**config.mk**
```make
export PLATFORM = sky130hd
export DESIGN_NAME = mem_stage
export DESIGN_NICKNAME = d
export VERILOG_FILES = /design/src/rtl/mem_stage.sv
export SDC_FILE = /design/constraint.sdc
export NUM_CORES = 1
export LEC_CHECK = 0
export CAP_MARGIN = 20
export CELL_PAD_IN_SITES_DETAIL_PLACEMENT = 2
export CELL_PAD_IN_SITES_GLOBAL_PLACEMENT = 2
export CORE_AREA = 10 10 186 153
export CTS_CLUSTER_DIAMETER = 150
export DETAILED_ROUTE_END_ITERATION = 7
export DIE_AREA = 0 0 196 163
export GPL_TIMING_DRIVEN = 0
export PLACE_DENSITY = 0.85
export SLEW_MARGIN = 20
export SYNTH_ARGS = -nofsm -noshare
export SYNTH_HDL_FRONTEND = slang
export SYNTH_SLANG_ARGS = --single-unit
```
**constraint.sdc**
```tcl
create_clock -name clk -period 3.1 [get_ports clk]
set_input_delay 0.93 -clock clk [delete_from_list [all_inputs] [get_ports clk]]
set_output_delay 0.93 -clock clk [all_outputs]
set_load 0.03 [all_outputs]
```
**src/rtl/mem_stage.sv**
```systemverilog
// Memory-access stage: waits for the data-SRAM response of an issued load/store,
// aligns and extends load data, and forwards results and stall info to decode.
module mem_stage #(
    parameter int ES_TO_MS_BUS_WD = 76,
    parameter int MS_TO_WS_BUS_WD = 71
) (
    input  logic                       clk,
    input  logic                       reset,
    input  logic                       ws_allowin,
    output logic                       ms_allowin,
    input  logic                       es_to_ms_valid,
    input  logic [ES_TO_MS_BUS_WD-1:0] es_to_ms_bus,
    output logic                       ms_to_ws_valid,
    output logic [MS_TO_WS_BUS_WD-1:0] ms_to_ws_bus,
    input  logic                       data_sram_data_ok,
    input  logic [31:0]                data_sram_rdata,
    output logic [4:0]                 ms_to_ds_dest,
    output logic [31:0]                ms_to_ds_result,
    output logic                       ms_to_ds_load_block,
    output logic                       ms_to_es_is_exc
);

    logic                       ms_valid_reg;
    logic [ES_TO_MS_BUS_WD-1:0] es_to_ms_bus_reg;
    logic [31:0]                rdata_buf_reg;
    logic                       rdata_buf_valid_reg;

    logic        res_from_mem;
    logic [2:0]  mem_op;
    logic        gr_we;
    logic [4:0]  dest;
    logic [31:0] alu_result;
    logic [31:0] pc;
    logic        is_exc;
    logic        req_sent;

    assign {res_from_mem, mem_op, gr_we, dest, alu_result, pc, is_exc, req_sent} = es_to_ms_bus_reg;

    logic wait_resp;
    logic ms_ready_go;

    assign wait_resp      = ms_valid_reg & req_sent & ~rdata_buf_valid_reg;
    assign ms_ready_go    = ~wait_resp | data_sram_data_ok;
    assign ms_allowin     = ~ms_valid_reg | (ms_ready_go & ws_allowin);
    assign ms_to_ws_valid = ms_valid_reg & ms_ready_go;

    logic accept;
    logic leave;
    logic buf_capture;

    assign accept      = ms_allowin & es_to_ms_valid;
    assign leave       = ms_to_ws_valid & ws_allowin;
    // Response arrived but write-back is stalled: hold it so the SRAM side can move on.
    assign buf_capture = wait_resp & data_sram_data_ok & ~ws_allowin;

    always_ff @(posedge clk) begin
        if (reset) begin
            ms_valid_reg        <= 1'b0;
            es_to_ms_bus_reg    <= '0;
            rdata_buf_reg       <= 32'd0;
            rdata_buf_valid_reg <= 1'b0;
        end else begin
            if (ms_allowin) begin
                ms_valid_reg <= es_to_ms_valid;
            end
            if (accept) begin
                es_to_ms_bus_reg <= es_to_ms_bus;
            end
            if (buf_capture) begin
                rdata_buf_reg       <= data_sram_rdata;
                rdata_buf_valid_reg <= 1'b1;
            end else if (accept || leave) begin
                rdata_buf_valid_reg <= 1'b0;
            end
        end
    end

    logic [31:0] cur_rdata;
    assign cur_rdata = rdata_buf_valid_reg ? rdata_buf_reg : data_sram_rdata;

    logic [7:0]  rdata_byte [4];
    logic [15:0] rdata_half [2];

    genvar gi;
    generate
        for (gi = 0; gi < 4; gi++) begin : g_byte
            assign rdata_byte[gi] = cur_rdata[8*gi +: 8];
        end
        for (gi = 0; gi < 2; gi++) begin : g_half
            assign rdata_half[gi] = cur_rdata[16*gi +: 16];
        end
    endgenerate

    logic [7:0]  sel_byte;
    logic [15:0] sel_half;
    logic        is_unsigned;
    logic [31:0] load_data;

    assign sel_byte    = rdata_byte[alu_result[1:0]];
    assign sel_half    = rdata_half[alu_result[1]];
    assign is_unsigned = mem_op[2];

    // mem_op[1:0] gives the access size (00 word, 01 byte, 10 half); mem_op[2] selects zero-extension.
    always_comb begin
        load_data = cur_rdata;
        case (mem_op[1:0])
            2'b01:   load_data = {{24{~is_unsigned & sel_byte[7]}}, sel_byte};
            2'b10:   load_data = {{16{~is_unsigned & sel_half[15]}}, sel_half};
            default: load_data = cur_rdata;
        endcase
    end

    logic [31:0] final_result;
    assign final_result = res_from_mem ? load_data : alu_result;

    assign ms_to_ws_bus        = {gr_we, dest, final_result, pc, is_exc};
    assign ms_to_ds_dest       = dest & {5{ms_valid_reg & gr_we}};
    assign ms_to_ds_result     = final_result;
    assign ms_to_ds_load_block = ms_valid_reg & res_from_mem & wait_resp & ~data_sram_data_ok;
    assign ms_to_es_is_exc     = ms_valid_reg & is_exc;

endmodule
```
# ---- Word-level counts from Yosys, hierarchy flattened
# Index checks and enable logic that the tools add are counted.
dict set report totals {
  wordCells 47
  output_inout_bits 112
  rom_bits 0
  memories 0
  latch_bits 0
  ram_bits 0
  input_bits 113
  ff_bits 110
}
dict set report op_classes {
  n_reduce_logical 2
  n_bitwise 26
  n_mux 11
  add_sub_neg 0
  eq_ne 2
  n_mul 0
  magnitude_cmp 2
  n_shift 0
  div 0
}
# op n
set ops {}
lappend ops {{$mux 32} 2}
lappend ops {{$pmux 32 s2} 1}
lappend ops {{$mux 16} 3}
lappend ops {{$bmux 8 s2} 1}
lappend ops {{$mux 8} 2}
lappend ops {{$and 1x1->1} 15}
lappend ops {{$not 1->1} 6}
lappend ops {{$and 5x5->5} 1}
lappend ops {{$ge 3x3->1 const B} 1}
lappend ops {{$not 2->3} 1}
lappend ops {{$eq 2x1->1 const B} 1}
lappend ops {{$eq 2x2->1 const B} 1}
lappend ops {{$ge 2x2->1 const B} 1}
lappend ops {{$mux 1} 2}
lappend ops {{$not 1->2} 1}
lappend ops {{$or 1x1->1} 2}
lappend ops {{$reduce_bool 2->1} 1}
lappend ops {{$logic_or 1x1->1} 1}

# ---- Depth between registers and ports, before layout
dict set report depth {
  depth_word 10
  depth_mapped 8
}

# ---- Worst setup path after synthesis
# No wires, ideal clock.
dict set report synth_path {
  path_kind {input to output}
  startpoint {in data_sram_rdata[26]}
  endpoint {out ms_to_ws_bus[35]}
  n_path_buf 1
  path_stages 5
  setup_slack_ns -0.292
  arrival_time_ns 2.462
  cell_sequence {mux4_1 -> a22o_1 -> a22oi_1 -> o21ai_0 -> buf_4}
}
dict set report synth_via {
  elab_chain_len 6
}
# element line_no
set synth_lines {}
lappend synth_lines {{from (decl)} 16} ;# input logic [31:0] data_sram_rdata,
lappend synth_lines {{$mux 32} 79} ;# assign cur_rdata = rdata_buf_valid_reg ? rdata_buf_reg : data_sram_rdata;
lappend synth_lines {{$bmux 8 s2} 99} ;# assign sel_byte = rdata_byte[alu_result[1:0]];
lappend synth_lines {{$mux 8 (implied by the code) (2 in series)} 99}
lappend synth_lines {{$pmux 32 s2} 106} ;# case (mem_op[1:0])
lappend synth_lines {{$mux 32} 114} ;# assign final_result = res_from_mem ? load_data : alu_result;
lappend synth_lines {{to (decl)} 14} ;# output logic [MS_TO_WS_BUS_WD-1:0] ms_to_ws_bus,
# Every way passes these cells. The select of a mux whose other input is x is not followed.

# ---- Final worst setup path
dict set report layout_path {
  startpoint {in data_sram_rdata[15]}
  endpoint {out ms_to_ws_bus[47]}
}
dict set report layout_via {
  elab_chain_len 7
}
# element line_no
set layout_lines {}
lappend layout_lines {{$mux 32} 79}
lappend layout_lines {{$bmux 8 s2} 99}
lappend layout_lines {{$mux 8 (implied by the code) (2 in series)} 99}
lappend layout_lines {{$and 1x1->1} 107} ;# 2'b01: load_data = {{24{~is_unsigned & sel_byte[7]}}, sel_byte};
lappend layout_lines {{$pmux 32 s2} 106}
lappend layout_lines {{$mux 32} 114}
# Every way passes these cells. The select of a mux whose other input is x is not followed.

==> metrics.txt <==
outcome complete, but fails checks; violated checks setup timing; endpoint class of the critical path output port; flip-flop count of the largest register after layout 76; wire length of the first global-routing pass 42.1 mm; leakage 3.79 nW; clk sinks 110; HPWL Detailed 21.1 mm; setup skew after layout 12.7 ps; syn_nets 862; grt ovf 0; RePlAce Congestion 0.844; Top cell by count, worst path buf_4; most common flop cell mapped by yosys dfxtp_1; share of flip-flops with an asynchronous set or reset after synthesis 0%; cell family with most CP delay buffers and inverters; Initial DRC Count 228; floorplan die width 196 um; register bit total from synthesis 110; H-tree depth reported by CTS 3; remaining design rule violation count 0; Crit path buffers/inverters 5; fin nets 1123; antenna violations before repair 4; count of flip-flops with a built-in enable after synthesis 0; routed length on met1 12.0 mm; Power Total 4.02 mW; routed vias 6132; mean number of vias per cell 4.58; top cell type's share of synthesized area 37.8%; Met2 Wirelength 13.4 mm; Antenna Nets Post-Route 0; largest net degree at the start of global routing 19; Worst slew margin 49.1%; final hold viol count 0; share of layout cells above drive strength 1 32.7%; total routed wirelength 27.7 mm; accumulated negative setup slack -9580 ps; die area 31900 um2; clock tree from TritonCTS built; Inserted Clock Buffers 9; buffers from clock root to sink, at most 2; Worst IR Drop VDD 249 uV; final worst path period share 108%; Max Clock Freq 0.300 GHz; arrival time worst endpoint 2410 ps; Tot GR Track Use 17.0%; average wire per standard cell 20.7 um; Largest stage delay, worst path 280 ps; clk root buf clkbuf_16; slew at the pin closest to its max-slew limit 763 ps; number of standard cells after synthesis 747; synthesis warning total 0; max-cap violation count 0; clock slew at reported path FFs 80 ps; Worst path slowest cell mux2_4; required time of the critical path 2170 ps; count of hold-fix buffers inserted at cts 0; crit path cell chain buf_6 -> mux2_4 -> o221a_4 -> nand3_4 -> buf_4 -> o21a_4 -> buf_4 -> a21oi_4 -> buf_4 -> buf_6; main area contributors after synthesis dfxtp_1, nand2_1, a21oi_1; vertical die dimension 163 um; type of the tightest min-delay check reg -> reg; boundary pin count 225; count of input and output buffers 223; vias in the first global route 6837; sequential area share after synthesis 37.8%; length of routed met3 wiring 2.00 mm; uppermost signal routing layer after detailed routing met5; setup repair after global routing missed its margin true; Initial DRT Pass Iterations 4; Area growth syn-to-layout 65.0%; Cell variety after synth 45; PwrDens 418 nW/um2; type of element launching the critical path primary input; post-layout minimum cycle time 3340 ps; Core Rows 52; library cell with the largest summed area after synthesis dfxtp_1; final non-filler cell area 9600 um2; instance area after placement 8650 um2; Final Max Slew Viols 0; crit path max fanout 4; area of the mapped netlist 5820 um2; worst setup slack before clock tree synthesis -1350 ps; final count of negative-setup-slack endpoints 64; crit path setup slack, layout -238 ps; starting density of the core 23.4%; Post-Route Hold Slack 461 ps; core footprint 24900 um2; Mapped Avg Cell Area 7.79 um2; insertion delay to the later sink of the worst-skew pair 360 ps; category of the most critical setup path in -> out
report_power, final:
group,internal (mW),switching [mW],total [mW]
clock network,0.549,0.592,1.14
registers,1.47,0.0420,1.52
logic,0.639,0.720,1.36
total,2.66,1.35,4.02
layer usage:
layer	track usage, %	up-vias
met5	0	-
met2	28.8	166
li1	-	2940
met4	3.50	4
met1	20.6	3003
met3	5.60	19
metrics by stage:
stage / utilization, % / instances
final: 38.6 / 1338
after global routing: 38.6 / 1336
after CTS: 38.1 / 1336
after detailed placement: 34.8 / 1294
after global placement: 34.8 / 1294
after floorplan: - / 747
final cells by class:
cell class | instances | area (um2)
clock buffers | 9 | 225
diodes | 2 | 5.00
plain buffers | 122 | 931
fillers | 2787 | 15300
flip-flops and latches | 110 | 2210
multi-input cells | 507 | 3200
inverters | 6 | 22.5
clock inverters | 6 | 47.5
well taps | 324 | 405
repair buffers | 252 | 2560
worst reg2reg max path: stages, from the launching register on:
cell      delay (ps)
dfxtp_1          350
buf_2            250
nand3b_2         140
or3b_2           450
buf_2            200
buf_6            180
nand2_1          100
a21oi_1           90
cells in the mapped netlist, types with 2 or more instances:
library cell	instances
nand2_1	247
a21oi_1	124
dfxtp_1	110
buf_4	74
mux2_2	27
buf_2	22
clkbuf_1	20
nor2_1	19
a21oi_2	10
o22ai_1	9
mux2i_1	8
a22o_1	6
inv_1	6
a22oi_1	5
and3_1	5
buf_6	5
mux4_2	5
o21ai_0	5
o21ai_1	4
and2_1	3
nor2b_1	3
o211ai_1	3
ha_1	2
mux4_1	2
nor3b_2	2
o21a_1	2
cell families after synthesis:
group / after synthesis / synth area share, %
AND/OR/NAND/NOR: 287 / 19.9
AO/OA/AOI/OAI: 175 / 17.4
buffers and inverters: 130 / 14.8
flip-flops: 110 / 37.8
multiplexers: 43 / 9.69
adder cells (fa/ha/maj): 2 / 0.430
cells in the final DEF (no fill, tap or decap), types with 2 or more instances in the layout:
cell             synthesis  layout
diode_2                  0       2
a21oi_2                 10       2
o21ai_4                  0       4
dfxtp_1                110     107
a21oi_4                  1      24
dlygate4sd2_1            0       8
buf_6                    5     103
buf_12                   1       3
nand2_4                  0       2
nor2_1                  19      18
mux2i_1                  8       8
buf_2                   22      24
nand2_1                247     244
a22oi_2                  0       4
and3_1                   5       5
clkbuf_2                 1       3
and2_1                   3       3
clkbuf_1                20      15
nor3b_2                  2       2
inv_1                    6       6
o22ai_1                  9       7
clkbuf_16                0       9
nor2b_1                  3       2
a22o_1                   6       5
buf_8                    1       4
o21ai_1                  4       2
clkinv_4                 0       3
mux2_2                  27      18
o211ai_1                 3       3
mux4_2                   5       7
o22ai_2                  0       2
o21ai_2                  1       4
a21oi_1                124     109
mux2_4                   1      10
clkdlybuf4s50_1          0     131
buf_4                   74      80
dfxtp_2                  0       3
worst paths after layout:
kind                   startpoint              endpoint  slack, ps  cells after the start
max           data_sram_rdata[15]      ms_to_ws_bus[47]       -240                     10
min          es_to_ms_bus_reg[64]  es_to_ms_bus_reg[64]        460                      2
max reg2reg          ms_valid_reg     rdata_buf_reg[24]       1220                      7
min reg2reg  es_to_ms_bus_reg[64]  es_to_ms_bus_reg[64]        460                      2
repair_timing:
action                                  CTS  global route
setup buffers                            26             3
gates resized for setup                 599            47
cloned                                    1             0
pin swaps                                29            15
endpoints found under the setup margin   67            64
Note: power is estimated with default switching activity, not from simulation.
